[src/rtl/alu_pkg.sv]
// Shared ALU definitions: operation codes, instruction opcodes and the issue FSM states.
// Used by the issue controller, its decode table and the ALU datapath.
package alu_pkg;

    localparam logic [2:0] ALU_ADD = 3'd0;
    localparam logic [2:0] ALU_SUB = 3'd1;
    localparam logic [2:0] ALU_MUL = 3'd2;
    localparam logic [2:0] ALU_SHL = 3'd3;
    localparam logic [2:0] ALU_AND = 3'd4;
    localparam logic [2:0] ALU_OR  = 3'd5;
    localparam logic [2:0] ALU_NOT = 3'd6;
    localparam logic [2:0] ALU_XOR = 3'd7;

    localparam int OPC_RTYPE = 0;
    localparam int OPC_ADDI  = 1;

    typedef enum logic [1:0] {
        ST_IDLE = 2'd0,
        ST_HOLD = 2'd1,
        ST_MC   = 2'd2
    } issue_state_e;

endpackage

[src/rtl/alu_decode.sv]
// Pure combinational decode of (opcode, func) into the ALU control word.
// Anything not recognised is flagged illegal and takes the single-cycle path.
module alu_decode
    import alu_pkg::*;
#(
    parameter int OP_W   = 3,
    parameter int FN_W   = 4,
    parameter int CODE_W = 3
) (
    input  logic [OP_W-1:0]   opcode,
    input  logic [FN_W-1:0]   func,
    output logic [CODE_W-1:0] alu_code,
    output logic              src_imm,
    output logic              illegal,
    output logic              is_mul
);

    logic [31:0] opcode_ext;
    logic [31:0] func_ext;

    assign opcode_ext = 32'(opcode);
    assign func_ext   = 32'(func);

    always_comb begin
        alu_code = '0;
        src_imm  = 1'b0;
        illegal  = 1'b0;
        is_mul   = 1'b0;
        if (opcode_ext == 32'(OPC_ADDI)) begin
            alu_code = CODE_W'(ALU_ADD);
            src_imm  = 1'b1;
        end else if (opcode_ext == 32'(OPC_RTYPE)) begin
            case (func_ext)
                32'd0:   alu_code = CODE_W'(ALU_ADD);
                32'd1:   alu_code = CODE_W'(ALU_SUB);
                32'd2: begin
                    alu_code = CODE_W'(ALU_MUL);
                    is_mul   = 1'b1;
                end
                32'd3:   alu_code = CODE_W'(ALU_SHL);
                32'd4:   alu_code = CODE_W'(ALU_AND);
                32'd5:   alu_code = CODE_W'(ALU_OR);
                32'd6:   alu_code = CODE_W'(ALU_NOT);
                32'd7:   alu_code = CODE_W'(ALU_XOR);
                default: illegal  = 1'b1;
            endcase
        end else begin
            illegal = 1'b1;
        end
    end

endmodule

[src/rtl/alu_issue_ctrl.sv]
// Issue controller: accepts an instruction, registers its decoded control word and
// presents it downstream, stretching multiplies over MUL_CYCLES clocks.
module alu_issue_ctrl
    import alu_pkg::*;
#(
    parameter int OP_W       = 3,
    parameter int FN_W       = 4,
    parameter int CODE_W     = 3,
    parameter int MUL_CYCLES = 8
) (
    input  logic              clk,
    input  logic              rst_n,
    input  logic              in_valid,
    output logic              in_ready,
    input  logic [OP_W-1:0]   opcode,
    input  logic [FN_W-1:0]   func,
    output logic              out_valid,
    input  logic              out_ready,
    output logic [CODE_W-1:0] alu_code,
    output logic              src_imm,
    output logic              illegal,
    output logic              busy
);

    localparam int CNT_W = $clog2(MUL_CYCLES);

    issue_state_e       state_q, state_d;
    logic [CNT_W-1:0]   cnt_q, cnt_d;
    logic [CODE_W-1:0]  alu_code_q, alu_code_d;
    logic               src_imm_q, src_imm_d;
    logic               illegal_q, illegal_d;

    logic [CODE_W-1:0]  dec_code;
    logic               dec_imm;
    logic               dec_illegal;
    logic               dec_is_mul;
    logic               transfer;
    logic               load;

    alu_decode #(
        .OP_W   (OP_W),
        .FN_W   (FN_W),
        .CODE_W (CODE_W)
    ) u_decode (
        .opcode   (opcode),
        .func     (func),
        .alu_code (dec_code),
        .src_imm  (dec_imm),
        .illegal  (dec_illegal),
        .is_mul   (dec_is_mul)
    );

    // A held word can be replaced in the same edge it is consumed, giving back-to-back issue.
    assign in_ready = (state_q == ST_IDLE) || ((state_q == ST_HOLD) && out_ready);
    assign transfer = in_valid && in_ready;

    always_comb begin
        state_d    = state_q;
        cnt_d      = cnt_q;
        alu_code_d = alu_code_q;
        src_imm_d  = src_imm_q;
        illegal_d  = illegal_q;
        load       = 1'b0;

        case (state_q)
            ST_IDLE: begin
                load = transfer;
            end
            ST_HOLD: begin
                if (out_ready) begin
                    state_d = ST_IDLE;
                    load    = transfer;
                end
            end
            ST_MC: begin
                if (cnt_q == '0) begin
                    state_d = ST_HOLD;
                end else begin
                    cnt_d = cnt_q - CNT_W'(1);
                end
            end
            default: state_d = ST_IDLE;
        endcase

        if (load) begin
            alu_code_d = dec_code;
            src_imm_d  = dec_imm;
            illegal_d  = dec_illegal;
            if (dec_is_mul) begin
                state_d = ST_MC;
                cnt_d   = CNT_W'(MUL_CYCLES - 1);
            end else begin
                state_d = ST_HOLD;
            end
        end
    end

    always_ff @(posedge clk or negedge rst_n) begin
        if (!rst_n) begin
            state_q    <= ST_IDLE;
            cnt_q      <= '0;
            alu_code_q <= '0;
            src_imm_q  <= 1'b0;
            illegal_q  <= 1'b0;
        end else begin
            state_q    <= state_d;
            cnt_q      <= cnt_d;
            alu_code_q <= alu_code_d;
            src_imm_q  <= src_imm_d;
            illegal_q  <= illegal_d;
        end
    end

    assign out_valid = (state_q == ST_HOLD);
    assign busy      = (state_q == ST_MC);
    assign alu_code  = alu_code_q;
    assign src_imm   = src_imm_q;
    assign illegal   = illegal_q;

endmodule

[config.mk]
export PLATFORM = sky130hd
export DESIGN_NAME = alu_issue_ctrl
export DESIGN_NICKNAME = d
export VERILOG_FILES = /design/src/rtl/alu_pkg.sv /design/src/rtl/alu_decode.sv /design/src/rtl/alu_issue_ctrl.sv
export SDC_FILE = /design/constraint.sdc
export NUM_CORES = 1
export LEC_CHECK = 0
export ABC_AREA = 1
export BUFFER_PORTS_ARGS = -buffer_cell sky130_fd_sc_hd__buf_2
export CORE_MARGIN = 2
export CORE_UTILIZATION = 30
export DETAILED_ROUTE_END_ITERATION = 7
export PLACE_DENSITY = 0.54
export SKIP_LAST_GASP = 1
export SYNTH_ARGS = -nofsm -noshare
export SYNTH_HDL_FRONTEND = slang
export SYNTH_SLANG_ARGS = --single-unit
[constraint.sdc]
create_clock -name clk -period 3.15 [get_ports clk]
set_input_delay 0 -clock clk [delete_from_list [all_inputs] [get_ports clk]]
set_output_delay 0 -clock clk [all_outputs]
set_load 0.05 [all_outputs]
==> results.sh <==
export IMPL_worst_setup_path_type="flip-flop to flip-flop"
export IMPL_worst_slew_pin_slew_ps=309
export IMPL_drcViolationCount=0
export IMPL_cap_violations=0
export IMPL_final_cell_mix="nand2_1, buf_2, inv_1"
export IMPL_synthesis_area_um2=558
export IMPL_grt_start_max_net_pins=11
export IMPL_nNetsFinal=112
export IMPL_wl_per_cell_um=9.00
export IMPL_clockBufferDepth=2
export IMPL_synthDistinctLibCells=15
export IMPL_drive_above_1_share_pct=28.1
export IMPL_register_area_um2=250
export IMPL_vias=514
export IMPL_worstReg2RegEnd="state_q[0]$_DFFE_PN0P_"
export IMPL_rsz0062_at_grt="no"
export IMPL_place_congestion=0.704
export IMPL_antenna_found_initial=0
export IMPL_fmax_mhz=731
export IMPL_cts_sinks=10
export IMPL_mostFrequentLayoutCell="nand2_1"
export IMPL_hp_class="input pin to flip-flop"
export IMPL_crit_path_end_kind="flip-flop"
export IMPL_die_width_um=47.1
export IMPL_path_max_fanout=5
export IMPL_final_antenna_net_count=0
export IMPL_io_pins=19
export IMPL_syn_num_nets=85
export IMPL_die_area_um2=2220
export IMPL_hold_path_depth=4
export IMPL_num_antenna_cells=0
export IMPL_synth_seq_cells=10
export IMPL_cts_root_buf="clkbuf_4"
export IMPL_multiInputGateArea_um2=255
export IMPL_outcome="complete, no violations"
export IMPL_holdWs_ps=6.71
export IMPL_leakage_nw=0.443
export IMPL_yosys_warnings=0
export IMPL_timing_rr_start="cnt_q[0]$_DFF_PN0_"
export IMPL_place_port_buffers=18
export IMPL_fin_worst_skew_ps=5.11
export IMPL_grt_pass1_vias=474
export IMPL_start_util_pct=32.0
export IMPL_num_fill_cells=193
export IMPL_insertion_delay_ps=260
export IMPL_synthCells=71
export IMPL_numPlacedInstances=114
export IMPL_cts_tree="yes"
export IMPL_cts_buffers=3
export IMPL_reg2regPathDepth=9
export IMPL_die_height_um=47.1
export IMPL_cp_start_kind="flip-flop"
export IMPL_setup_violations=0
export IMPL_hold_viol_final=0
export IMPL_finalMaxSlewViolations=0
export IMPL_powerDensity_nw_per_um2=574
export IMPL_path_clk_slew_ps=60
export IMPL_initialDrtViolationCount=6
export IMPL_hold_start="out_ready"
export IMPL_core_area_um2=1750
export IMPL_final_cells=121
export IMPL_min_to="state_q[0]$_DFFE_PN0P_"
export IMPL_peakVddDrop_v=0.000185
export IMPL_areaGrowthSynthToFinish_pct=33.0
export IMPL_worst_ep_required_time_ps=3300
export IMPL_dr_pass1_iters=4
export IMPL_grt_overflow=0
export IMPL_dp_hpwl_um=852
export IMPL_rows=15
export IMPL_r2r_setup_slack_ps=1780
export IMPL_min_period_over_period_pct=43.4
export IMPL_viasPerCell=4.25
export IMPL_syn_area_per_cell_um2=7.86
export IMPL_arrival_ps=1520
export IMPL_wirelength_um=1090
export IMPL_tns_ps=0
export IMPL_grt_first_pass_wirelength_um=1950
export IMPL_min_period_ps=1370
export IMPL_cts_setup_buffers=0
export IMPL_grt_usage_pct=13.2
export IMPL_ctsHtreeMaxLevel=1
export IMPL_relSlewSlack_pct=79.3
export IMPL_p_total_uw=426
export IMPL_ys_seq_area_share_pct=44.8
[where the power goes]
| group | total (mW) | switching [mW] | internal, mW |
|---|---|---|---|
| clock | 0.0846 | 0.0406 | 0.0440 |
| combinational | 0.167 | 0.111 | 0.0560 |
| sequential | 0.174 | 0.0160 | 0.158 |
| total | 0.426 | 0.167 | 0.258 |
[critical path: stages, from the launching register on]
cell and delay (ps):
dfrtp_1 360, inv_1 50, ha_1 200, ha_1 170
inv_1 50, nand3_1 170, nand2_1 100, nor2_1 40
nand3_1 80, nand2_1 50
[through the flow]
step | utilization [%] | area (µm²) | worst slack (ps)
floorplan | - | 558 | 1870
global placement | 38.9 | 679 | 1820
detailed placement | 38.9 | 679 | 1790
CTS | 42.5 | 742 | 1780
global route | 42.5 | 742 | 1600
finish | 42.5 | 742 | 1780
[area by class of cell]
| type | instances | area share (%) |
|---|---|---|
| clock buffers | 3 | 3.04 |
| inverters | 14 | 7.08 |
| multi-input cells | 47 | 34.4 |
| flip-flops and latches | 10 | 33.7 |
| well taps | 25 | 4.22 |
| repair buffers | 22 | 17.5 |
[repair_timing]
action                                 CTS  global route
endpoints found under the hold margin   13             0
hold buffers                             4             0
gates resized for setup                  0             0
[cell families after synthesis]
family          share of synthesized area (%)
simple gates                             31.8
flops                                    44.8
xor+xnor                                 1.57
buf+inv                                  9.42
compound gates                           5.61
fa+ha+maj                                6.73
[registers in the layout, summed over array words and instances (netlist names)]
signal,cells
illegal,1
src_imm,1
state_q,2
cnt_q,3
alu_code,3
[synthesized netlist by cell type]
cell      number  area (µm²)
dfrtp_1       10         250
ha_1           3        37.5
inv_1         12        45.0
inv_2          2        7.51
nand2_1       21        78.8
nand2_2        1        6.26
nand2_4        1        11.3
nand3_1        5        25.0
nand3_4        1        17.5
nor2_1         9        33.8
nor3_1         1        5.00
o211ai_1       2        15.0
o21a_1         1        7.51
o21ai_2        1        8.76
xor2_1         1        8.76
[routing by layer]
metal | GRT usage, % | wire length, µm
met1 | 16.4 | 517
met2 | 20.3 | 485
met3 | 3.46 | 50
met4 | 8.33 | 36
met5 | 0 | 0
[how the worst max path moves through the flow]
| stage | from | to | slack [ps] |
|---|---|---|---|
| after floorplan | cnt_q[0]$_DFF_PN0_ | state_q[0]$_DFFE_PN0P_ | 1870 |
| after global placement | cnt_q[0]$_DFF_PN0_ | state_q[0]$_DFFE_PN0P_ | 1820 |
| after detailed placement | cnt_q[0]$_DFF_PN0_ | state_q[0]$_DFFE_PN0P_ | 1790 |
| after CTS | cnt_q[0]$_DFF_PN0_ | state_q[0]$_DFFE_PN0P_ | 1780 |
| after global routing | cnt_q[0]$_DFF_PN0_ | state_q[0]$_DFFE_PN0P_ | 1600 |
| final | cnt_q[0]$_DFF_PN0_ | state_q[0]$_DFFE_PN0P_ | 1780 |
Power figures use the tool's default switching activity.
